**src/rtl/memory_pattern_writer.sv**
```systemverilog
// Bus master that writes a packed pattern into an address window, reads it back
// and reports done, a sticky error flag and the index of the first bad word.
module memory_pattern_writer #(
  parameter int base_addr  = 0,
  parameter int addr_size  = 16,
  parameter int word_size  = 16,
  parameter int array_size = 1,
  parameter logic [array_size*word_size-1:0] array_content = '0
) (
  input  logic                          clk,
  input  logic                          reset,
  input  logic                          start,
  output logic [addr_size-1:0]          addr,
  output logic [word_size-1:0]          data_out,
  input  logic [word_size-1:0]          data_in,
  output logic                          write_en,
  output logic                          busy,
  output logic                          done,
  output logic                          error,
  output logic [$clog2(array_size):0]   bad_index
);

  localparam int IW = $clog2(array_size + 1);
  localparam int BW = $clog2(array_size) + 1;

  typedef enum logic [1:0] {IDLE, WRITE, READ, DONE} state_t;

  state_t        state;
  logic [IW-1:0] idx;

  // Window addresses wrap modulo 2^addr_size by truncation.
  function automatic logic [addr_size-1:0] win_addr(input int k);
    return addr_size'(base_addr + k);
  endfunction

  function automatic logic [word_size-1:0] word_at(input int k);
    return word_size'(array_content >> (k * word_size));
  endfunction

  always_ff @(posedge clk) begin
    if (reset) begin
      state     <= IDLE;
      idx       <= '0;
      addr      <= '0;
      data_out  <= '0;
      write_en  <= 1'b0;
      busy      <= 1'b0;
      done      <= 1'b0;
      error     <= 1'b0;
      bad_index <= '0;
    end else begin
      case (state)
        IDLE, DONE: begin
          if (start) begin
            state     <= WRITE;
            idx       <= '0;
            addr      <= win_addr(0);
            data_out  <= word_at(0);
            write_en  <= 1'b1;
            busy      <= 1'b1;
            done      <= 1'b0;
            error     <= 1'b0;
            bad_index <= '0;
          end
        end
        WRITE: begin
          if (int'(idx) == array_size - 1) begin
            state    <= READ;
            idx      <= '0;
            write_en <= 1'b0;
            addr     <= win_addr(0);
            data_out <= '0;
          end else begin
            idx      <= idx + 1'b1;
            addr     <= win_addr(int'(idx) + 1);
            data_out <= word_at(int'(idx) + 1);
          end
        end
        READ: begin
          // data_in now holds the word addressed one cycle earlier (index idx-1).
          if (idx != '0 && !error && data_in !== word_at(int'(idx) - 1)) begin
            error     <= 1'b1;
            bad_index <= BW'(int'(idx) - 1);
          end
          if (int'(idx) == array_size) begin
            state <= DONE;
            busy  <= 1'b0;
            done  <= 1'b1;
            addr  <= '0;
          end else begin
            idx  <= idx + 1'b1;
            addr <= (int'(idx) + 1 < array_size) ? win_addr(int'(idx) + 1) : '0;
          end
        end
        default: state <= IDLE;
      endcase
    end
  end

endmodule

```
**config.mk**
```make
export PLATFORM = sky130hd
export DESIGN_NAME = memory_pattern_writer
export DESIGN_NICKNAME = d
export VERILOG_FILES = /design/src/rtl/memory_pattern_writer.sv
export SDC_FILE = /design/constraint.sdc
export NUM_CORES = 1
export LEC_CHECK = 0
export BUFFER_PORTS_ARGS = -buffer_cell sky130_fd_sc_hd__buf_2
export CAP_MARGIN = 20
export CORE_MARGIN = 2
export CORE_UTILIZATION = 34
export CTS_CLUSTER_SIZE = 8
export DETAILED_ROUTE_END_ITERATION = 8
export HOLD_SLACK_MARGIN = 0.06
export PLACE_DENSITY = 0.74
export SYNTH_ARGS = -nofsm -noshare
export SYNTH_HDL_FRONTEND = slang
export SYNTH_SLANG_ARGS = --single-unit
```
**constraint.sdc**
```tcl
create_clock -name clk -period 2 [get_ports clk]
set_clock_uncertainty 0.2 [all_clocks]
set_input_delay 0.4 -clock clk [delete_from_list [all_inputs] [get_ports clk]]
set_output_delay 0.4 -clock clk [all_outputs]
set_load 0.02 [all_outputs]
```
; After elaboration in Yosys (flattened, before gate mapping)
; Cells that the tools add are included.
[classes]
n_addsub = 3
mul = 0
n_div = 0
order_cmp = 1
n_eq_ne = 8
n_shift = 2
n_mux = 26
n_bitwise = 0
n_reduce_logical = 12
[op_table]
columns = cell, count
row1 = right shift 1 x 32 -> 16 bit (first input constant), 2
row2 = one-hot mux 16 bit (3 select lines), 1
row3 = < comparator 32 x 2 -> 1 bit (second input constant), 1
row4 = two-way mux 16 bit, 2
row5 = one-hot mux 16 bit (2 select lines), 1
row6 = !== test 16 bit, 1
row7 = two-way mux 2 bit, 6
row8 = AND reduction 3 bit, 4
row9 = one-hot mux 1 bit (2 select lines), 5
row10 = two-way mux 1 bit, 9
row11 = inequality test 2 bit (second input constant), 4
row12 = one-hot mux 2 bit (3 select lines), 1
row13 = == test 2 bit (second input constant), 2
row14 = nonzero test 2 bit, 2
row15 = one-hot mux 1 bit (3 select lines), 1
row16 = adder 1 x 1 -> 2 bit (second input constant), 1
row17 = == test 2 x 1 -> 1 bit (second input constant), 1
row18 = logical AND 1 bit, 2
row19 = logical NOT 2 bit, 1
row20 = AND reduction 2 bit, 1
row21 = OR reduction 2 bit, 1
row22 = subtractor 1 x 1 -> 2 bit (second input constant), 1
row23 = adder 1 bit (second input constant), 1
row24 = logical NOT 1 bit, 1
[word_totals]
reg_bits = 40
latchBits = 0
ram_bits = 0
mem_bits_ro = 0
memories = 0

; Logic depth before layout (Yosys ltp)
; Gate-level depths: netlist (run 1).
[depth]
word_depth = 6
depth_mapped = 5
depth_no_buf = 5

; Least setup slack after synthesis (run 1)
; Ideal clock, no wire load.
[synth_path]
kind = register -> register
from = register state[0]
to = register bad_index
arrival_time_ns = 1.299
t_required_ns = 1.697
path_slack_ns = 0.398
stages_incl_launch_ff = 6
n_path_buf = 0
period_less_slack_ns = 1.602
cell_sequence = dfxtp_1 > inv_1 > ha_1 > and2b_1 > nor4_1 > a2111oi_2
[synth_between]
elab_chain_cells = 4
elab_cells_between_ends = 9
[synth_lines]
columns = element, line_no
row1 = "start, declared", 28  ; state_t state;
row2 = "start signal, assigned", 42  ; state <= IDLE;
row3 = "start signal, assigned", 55  ; state <= WRITE;
row4 = "start signal, assigned", 68  ; state <= READ;
row5 = == test 2 bit / logical NOT 2 bit (equally long branches), 52  ; case (state)
row6 = OR reduction 2 bit, 52
row7 = inequality test 2 bit (no source line) / nonzero test 2 bit (equally long branches), n/a
row8 = AND reduction 3 bit (no source line), n/a
row9 = "end signal, assigned", 83  ; bad_index <= BW'(int'(idx) - 1);
row10 = "end, declared", 20  ; output logic [$clog2(array_size):0] bad_index
; Parallel ways exist; a longest one is shown, timed or not.
; A chain may end at the register's enable or synchronous reset.

; Worst setup path after layout (run 1)
; Ends and elaborated chain as after synthesis.

==> results.json, run 1 <==
{
  "status": "finished clean",
  "worstPathRequired_ns": 1.93,
  "cp.arrival_ns": 1.70,
  "p_leak_nw": 0.380,
  "finalCriticalPeriod_ns": 1.77,
  "antenna_found_initial": 0,
  "r2r_cells": 5,
  "worstHoldEndpoint": "state[1]",
  "grt_pass1_vias": 481,
  "die_x_um": 50.5,
  "totalWireLength_um": 1390,
  "grt.total_usage_pct": 10.4,
  "fin_crit_sh_pct": 88.5,
  "overflow": 0,
  "clock-sinks": 9,
  "gp_congestion": 0.738,
  "switching_share_pct": 45.6,
  "whs_path_depth": 2,
  "worstReg2RegStart": "state[0]",
  "syn_inst": 88,
  "finalHoldViolations": 0,
  "cp_cell_sequence": "inv_1 -> ha_1 -> and2b_1 -> nor4_1 -> a2111oi_2",
  "cts_made_buffers": 3,
  "critPathSlowestCell": "ha_1",
  "r2r_slack_ns": 0.23,
  "insertedDiodeCount": 0,
  "initial_core_util_pct": 36.8,
  "drive_gt1_share_pct": 28.9,
  "powerDensity_nw_per_um2": 1070,
  "clk_pin_slew_ns": 0.06,
  "design.die.area_um2": 2550,
  "io_pins": 56,
  "hold_path_startpoint": "start",
  "p_seq_share_pct": 31.9,
  "crit_family": "simple AND/OR/NAND/NOR gates",
  "core.rowCount": 16,
  "async_reset_ff_share_pct": 0,
  "vias": 615,
  "max_cap_viol_count": 0,
  "p_sw_mw": 0.387,
  "first_iter_violations": 7,
  "die-height_um": 50.5,
  "cts-root-buf": "clkbuf_4",
  "ys_types": 23,
  "ant_nets": 0,
  "p_clk_share_pct": 16.5,
  "layout_commonest_cell": "conb_1",
  "ys_ff_latch": 9,
  "maxSlewViolCount": 0,
  "drc_errors": 0,
  "cts_tree": "built",
  "htree_levels": 1,
  "fin_setup_tns_ns": 0,
  "cp_max_fo": 8,
  "max_freq_mhz": 565,
  "wl_per_cell_um": 9.87,
  "final_nets": 137,
  "numPortBuffers": 24,
  "end_kind": "flip-flop",
  "dr.pass1.iters": 4,
  "grt_setup_unrepaired": "no",
  "clockBufferDepth": 2,
  "grt_pass1_wl_um": 1950,
  "setup_viol": 0,
  "syn_area_per_cell_um2": 8.36,
  "syn_area_um2": 736,
  "rr_endpoint": "bad_index",
  "p_comb_share_pct": 51.6,
  "mostFrequentLayoutCells": "conb_1, buf_2, a21oi_1, dfxtp_1, inv_1",
  "grt_max_degree": 11,
  "ctsHoldBuffers": 0,
  "yosysWarnings": 1,
  "dp_hpwl_um": 1150,
  "insertion_delay_ns": 0.26,
  "synthToLayoutAreaGrowth_pct": 7.65,
  "cpPeakStageDelay_ns": 0.38,
  "path_buf_inv": 1,
  "final_util_pct": 39.6,
  "critPathLaunchType": "flip-flop",
  "viasPerCell": 4.36,
  "post_cts_buffers": 0,
  "yosysSeqAreaShare_pct": 24.5,
  "synth-edff-count": 0,
  "core-area_um2": 2000,
  "path_class": "flip-flop to flip-flop",
  "p_int_mw": 0.461,
  "fillers": 218,
  "synth_ff_type": "dfxtp_1",
  "post_cts_resized": 0,
  "hold_path_class": "input port to flip-flop",
  "ir_worst_vdd_mv": 0.731
}
per-stage QoR:
step / hold WS (ns) / worst slack [ns] / area [um^2] / power [mW] / instances
6_report: 0.220 / 0.231 / 792 / 0.848 / 141
5_1_grt: 0.226 / 0.109 / 792 / 0.914 / 141
4_1_cts: 0.210 / 0.209 / 792 / 0.848 / 141
3_5_place_dp: 0.250 / 0.219 / 766 / 0.707 / 137
3_3_place_gp: 0.252 / 0.341 / 766 / 0.682 / 137
2_1_floorplan: 0.300 / 0.398 / 848 / 0.645 / 118
flip-flops by register name, indices dropped and copies added (netlist names):
register and flops:
state 2, addr 1, bad_index 1, busy 1, done 1, error 1, idx 1, write_en 1
final cells by class:
type / count / area [um^2] / area share [%]
inverters: 5 / 18.8 / 2.37
repair buffers: 24 / 120 / 15.2
clock buffers: 4 / 26.3 / 3.32
well taps: 27 / 33.8 / 4.27
multi-input cells: 72 / 413 / 52.1
flip-flops and latches: 9 / 180 / 22.7
synth_stat cells, types with 2 or more instances:
cell type  count  area [um^2]
nand2_1        4         15.0
buf_4         31          233
inv_1          5         18.8
nor4_2         4         50.1
nor2_1         3         11.3
ha_1           3         37.5
nand3b_1       2         15.0
a21oi_1        9         45.0
dfxtp_1        9          180
o21ai_0        4         20.0
a311oi_1       2         17.5
power groups by stage:
stage                     clock, mW  combinational [mW]  sequential [mW]
after floorplan                   0               0.353            0.291
after global placement            0               0.411            0.271
after detailed placement          0               0.433            0.274
after CTS                     0.143               0.434            0.270
after global routing          0.152               0.485            0.277
final                         0.140               0.437            0.270
cell families after synthesis:
kind of cell	after synthesis	share of synthesized area, %
buf+inv	37	34.7
simple gates	19	17.7
compound gates	18	15.6
flops	9	24.5
fa+ha+maj	3	5.10
mux	1	1.87
other cells	1	0.510
layer usage:
metal	vias up	GRT usage, %	wire length [um]
met4	0	6.76	27
met5	-	0	0
met1	269	10.2	462
li1	292	-	-
met2	49	20.0	700
met3	5	1.49	202
how the worst max path moves through the flow:
stage	from	to	slack [ns]	cells after the start
after floorplan	state[0]	bad_index	0.40	5
after global placement	state[0]	bad_index	0.34	5
after detailed placement	state[0]	bad_index	0.22	5
after CTS	state[0]	bad_index	0.21	5
after global routing	state[0]	bad_index	0.11	5
final	state[0]	bad_index	0.23	5
worst register-to-register path, delay by kind of cell, from the launching register on:
kind                       cells  cell delay (ns)
AOI/OAI and AO/OA              1             0.12
and+or+nand+nor                2             0.52
buffers and inverters          1             0.06
adders and majority gates      1             0.38
DFF                            1             0.37
Power figures use the tool's default switching activity.
==> inputs of run 2 (changes only) <==
==> constraint.sdc (replaced) <==
create_clock -name clk -period 1.9 [get_ports clk]
set_clock_uncertainty 0.2 [all_clocks]
set_input_delay 0.38 -clock clk [delete_from_list [all_inputs] [get_ports clk]]
set_output_delay 0.38 -clock clk [all_outputs]
set_load 0.02 [all_outputs]
==> results.json, run 2 (same netlist as run 1, synthesis figures left out) <==
{
  "dr.pass1.iters": 2,
  "placed_area_um2": 766,
  "seq_area_um2": 180,
  "final_nets": 137,
  "totalWireLength_um": 1310,
  "hold_path_class": "input port to flip-flop",
  "placed_cells": 137,
  "drc_errors": 0,
  "max_freq_mhz": 565,
  "multi_input_area_um2": 413,
  "design.die.area_um2": 2550,
  "largest_reg_flops": 2,
  "wl_met3_um": 178,
  "cts-root-buf": "clkbuf_4",
  "grt_pass1_vias": 471,
  "wl_met1_um": 456,
  "maxSlewViolCount": 0,
  "worstPathRequired_ns": 1.86,
  "insertedDiodeCount": 0,
  "max_cap_viol_count": 0,
  "grt_pass1_wl_um": 1900,
  "stdcell_area_um2": 792,
  "die_x_um": 50.5,
  "fin_crit_sh_pct": 93.2,
  "ant_nets": 0,
  "mostFrequentLayoutCells": "conb_1, buf_2, a21oi_1, dfxtp_1, inv_1",
  "layout_commonest_cell": "conb_1",
  "overflow": 0,
  "vias": 597,
  "powerDensity_nw_per_um2": 1120,
  "finalHoldViolations": 0,
  "clock-sinks": 9,
  "end_kind": "flip-flop",
  "first_iter_violations": 1,
  "initial_core_util_pct": 36.8,
  "cp_cell_sequence": "inv_1 -> ha_1 -> and2b_1 -> nor4_1 -> a2111oi_2",
  "wl_met2_um": 648,
  "setup_viol": 0,
  "fin_setup_tns_ns": 0,
  "fin_cells": 141,
  "insertion_delay_ns": 0.27,
  "synthToLayoutAreaGrowth_pct": 7.65,
  "numPortBuffers": 24,
  "wl_per_cell_um": 9.32,
  "critPathLaunchType": "flip-flop",
  "viasPerCell": 4.23,
  "io_pins": 56,
  "cpPeakStageDelay_ns": 0.39,
  "grt_max_degree": 11,
  "clockBufferDepth": 2,
  "dp_hpwl_um": 1110,
  "critPathSlowestCell": "ha_1",
  "ir_worst_vdd_mv": 0.581,
  "core.rowCount": 16,
  "cts_tree": "built",
  "post_cts_buffers": 0,
  "status": "finished clean",
  "antenna_found_initial": 0,
  "p_leak_nw": 0.380,
  "finalCriticalPeriod_ns": 1.77,
  "path_class": "flip-flop to flip-flop",
  "drive_gt1_share_pct": 28.9,
  "cp_max_fo": 8,
  "gp_congestion": 0.736,
  "post_cts_resized": 0,
  "regMostFlops": "state",
  "cts_made_buffers": 3,
  "htree_levels": 1,
  "routed.top_layer": "met4",
  "cp.arrival_ns": 1.73,
  "grt_setup_unrepaired": "no",
  "core-area_um2": 2000,
  "clk_pin_slew_ns": 0.06,
  "die-height_um": 50.5,
  "r2r_slack_ns": 0.13,
  "grt.total_usage_pct": 9.83,
  "ctsHoldBuffers": 0,
  "fillers": 219
}
-- run 2: cell counts in the layout (fill, tap and decap cells not counted) --
Identical to the previous run, type by type.
-- run 2: worst paths after layout --
kind	startpoint	end	cells after the start
min reg2reg	bad_index	bad_index	2
max reg2reg	state[0]	bad_index	5
max	state[0]	bad_index	5
min	start	state[1]	2
-- run 2: per-stage QoR --
stage | power (mW) | utilization, % | setup WS [ns] | hold WS (ns)
floorplan | 0.679 | - | 0.298 | 0.290
global placement | 0.718 | 38.3 | 0.241 | 0.252
detailed placement | 0.741 | 38.3 | 0.134 | 0.254
CTS | 0.888 | 39.6 | 0.122 | 0.182
global route | 0.954 | 39.6 | 0.0280 | 0.195
finish | 0.885 | 39.6 | 0.129 | 0.177
-- run 2: area by class of cell --
cell class / count / area share [%]
Clock buffer: 4 / 3.32
Inverter: 5 / 2.37
Sequential cell: 9 / 22.7
Multi-Input combinational cell: 72 / 52.1
Tap cell: 27 / 4.27
Timing Repair Buffer: 24 / 15.2
-- run 2: report_power, final --
group / switching [mW] / internal, mW / total, mW
clock: 0.0683 / 0.0810 / 0.149
combinational: 0.286 / 0.165 / 0.452
sequential: 0.0453 / 0.239 / 0.284
total: 0.400 / 0.485 / 0.885
-- run 2: critical path: cells and delay by family (launching register included) --
kind | cells | cell delay, ns
fa+ha+maj | 1 | 0.39
flops | 1 | 0.38
compound gates | 1 | 0.35
simple gates | 2 | 0.29
buf+inv | 1 | 0.06
-- run 2: metal layers --
layer	vias up	track usage [%]
met1	261	10.7
met3	5	1.19
met4	0	6.76
met2	40	17.5
met5	-	0
li1	291	-
==> inputs of run 3 (changes only) <==
--- a/config.mk
+++ b/config.mk
@@ -7,12 +7,14 @@
 export LEC_CHECK = 0
 export BUFFER_PORTS_ARGS = -buffer_cell sky130_fd_sc_hd__buf_2
 export CAP_MARGIN = 20
+export CELL_PAD_IN_SITES_DETAIL_PLACEMENT = 1
+export CELL_PAD_IN_SITES_GLOBAL_PLACEMENT = 2
 export CORE_MARGIN = 2
-export CORE_UTILIZATION = 34
+export CORE_UTILIZATION = 19
 export CTS_CLUSTER_SIZE = 8
 export DETAILED_ROUTE_END_ITERATION = 8
 export HOLD_SLACK_MARGIN = 0.06
-export PLACE_DENSITY = 0.74
+export PLACE_DENSITY = 0.8
 export SYNTH_ARGS = -nofsm -noshare
 export SYNTH_HDL_FRONTEND = slang
 export SYNTH_SLANG_ARGS = --single-unit
==> results.json, run 3 (same netlist as run 1, synthesis figures left out) <==
{
  "htree_levels": 1,
  "grt_pass1_wl_um": 2410,
  "fin_crit_sh_pct": 92.6,
  "hold_path_startpoint": "start",
  "cts_made_buffers": 3,
  "vias": 607,
  "post_cts_buffers": 0,
  "initial_core_util_pct": 19.9,
  "grt_pass1_vias": 554,
  "regMostFlops": "state",
  "overflow": 0,
  "insertedDiodeCount": 0,
  "first_iter_violations": 8,
  "p_sw_mw": 0.433,
  "cp-startpoint": "state[0]",
  "fin_setup_tns_ns": 0,
  "ant_nets": 0,
  "cts-root-buf": "clkbuf_8",
  "totalWireLength_um": 1650,
  "drive_gt1_share_pct": 28.9,
  "dp_hpwl_um": 1380,
  "finalCriticalPeriod_ns": 1.76,
  "crit_family": "adder cells",
  "switching_share_pct": 43.9,
  "layout_commonest_cell": "conb_1",
  "p_seq_share_pct": 29.0,
  "clockBufferDepth": 2,
  "cts_tree": "built",
  "p_comb_share_pct": 47.7,
  "path_class": "flip-flop to flip-flop",
  "viasPerCell": 3.75,
  "hold_path_class": "input port to flip-flop",
  "worstReg2RegStart": "state[0]",
  "critPathLaunchType": "flip-flop",
  "cp.arrival_ns": 1.69,
  "final_nets": 137,
  "die-height_um": 66.2,
  "end_kind": "flip-flop",
  "numPortBuffers": 24,
  "finalHoldViolations": 0,
  "gp_congestion": 0.679,
  "cp.depth": 5,
  "cp_cell_sequence": "inv_1 -> ha_1 -> and2b_1 -> nor4_1 -> a2111oi_2",
  "maxSlewViolCount": 0,
  "path_buf_inv": 1,
  "power_mw": 0.986,
  "status": "finished clean",
  "synthToLayoutAreaGrowth_pct": 13.8,
  "die_x_um": 66.2,
  "largest_reg_flops": 2,
  "grt_setup_unrepaired": "no",
  "max_cap_viol_count": 0,
  "r2r_cells": 5,
  "fillers": 485,
  "clk_pin_slew_ns": 0.05,
  "powerDensity_nw_per_um2": 1180,
  "cp_max_fo": 8,
  "p_leak_nw": 0.387,
  "post_cts_resized": 0,
  "clock-sinks": 9,
  "final_util_pct": 22.7,
  "critPathSlowestCell": "ha_1",
  "dr.pass1.iters": 4,
  "core-area_um2": 3690,
  "worstPathRequired_ns": 1.83,
  "core.rowCount": 22,
  "p_int_mw": 0.553,
  "drc_errors": 0,
  "multi_input_area_um2": 413,
  "setup_viol": 0,
  "ir_worst_vdd_mv": 0.318,
  "insertion_delay_ns": 0.24,
  "whs_path_depth": 2,
  "design.die.area_um2": 4390,
  "wl_per_cell_um": 10.2,
  "antenna_found_initial": 0,
  "seq_area_um2": 180,
  "max_freq_mhz": 568,
  "mostFrequentLayoutCells": "conb_1, buf_2, a21oi_1, dfxtp_1, inv_1",
  "p_clk_share_pct": 23.3,
  "io_pins": 56,
  "grt.total_usage_pct": 7.35,
  "ctsHoldBuffers": 0,
  "grt_max_degree": 11,
  "cpPeakStageDelay_ns": 0.40
}
run 3: worst reg2reg max path: stages, from the launching register on:
cell and delay [ns]:
dfxtp_1 0.38, inv_1 0.06, ha_1 0.40, and2b_1 0.21, nor4_1 0.07, a2111oi_2 0.34
run 3: final timing paths:
check,slack (ns),end
hold / removal,0.23,state[1]
setup reg to reg,0.14,bad_index
hold reg to reg,0.26,bad_index
setup / recovery,0.14,bad_index
run 3: area by class of cell:
class | instances | area share (%)
flip-flops and latches | 9 | 21.5
well taps | 48 | 7.17
repair buffers | 24 | 14.3
clock buffers | 4 | 5.38
inverters | 5 | 2.24
multi-input cells | 72 | 49.3
run 3: through the flow:
stage / worst slack [ns] / area [um^2] / instances / hold WS, ns
2_1_floorplan: 0.298 / 848 / 118 / 0.290
3_3_place_gp: 0.235 / 792 / 158 / 0.254
3_5_place_dp: 0.126 / 792 / 158 / 0.251
4_1_cts: 0.130 / 837 / 162 / 0.226
5_1_grt: 0.0650 / 837 / 162 / 0.242
6_report: 0.140 / 837 / 162 / 0.228
run 3: layer usage:
metal  wire length [um]  vias up  global-route usage [%]
li1                   -      291                       -
met1                621      274                    7.35
met2                757       37                    12.1
met3                237        5                    3.58
met4                 36        0                    4.59
met5                  0        -                       0
run 3: power groups by stage:
stage | clock (mW) | combinational (mW) | sequential, mW
floorplan | 0 | 0.372 | 0.307
global placement | 0 | 0.442 | 0.286
detailed placement | 0 | 0.472 | 0.291
CTS | 0.232 | 0.473 | 0.287
global route | 0.247 | 0.524 | 0.295
finish | 0.230 | 0.470 | 0.286
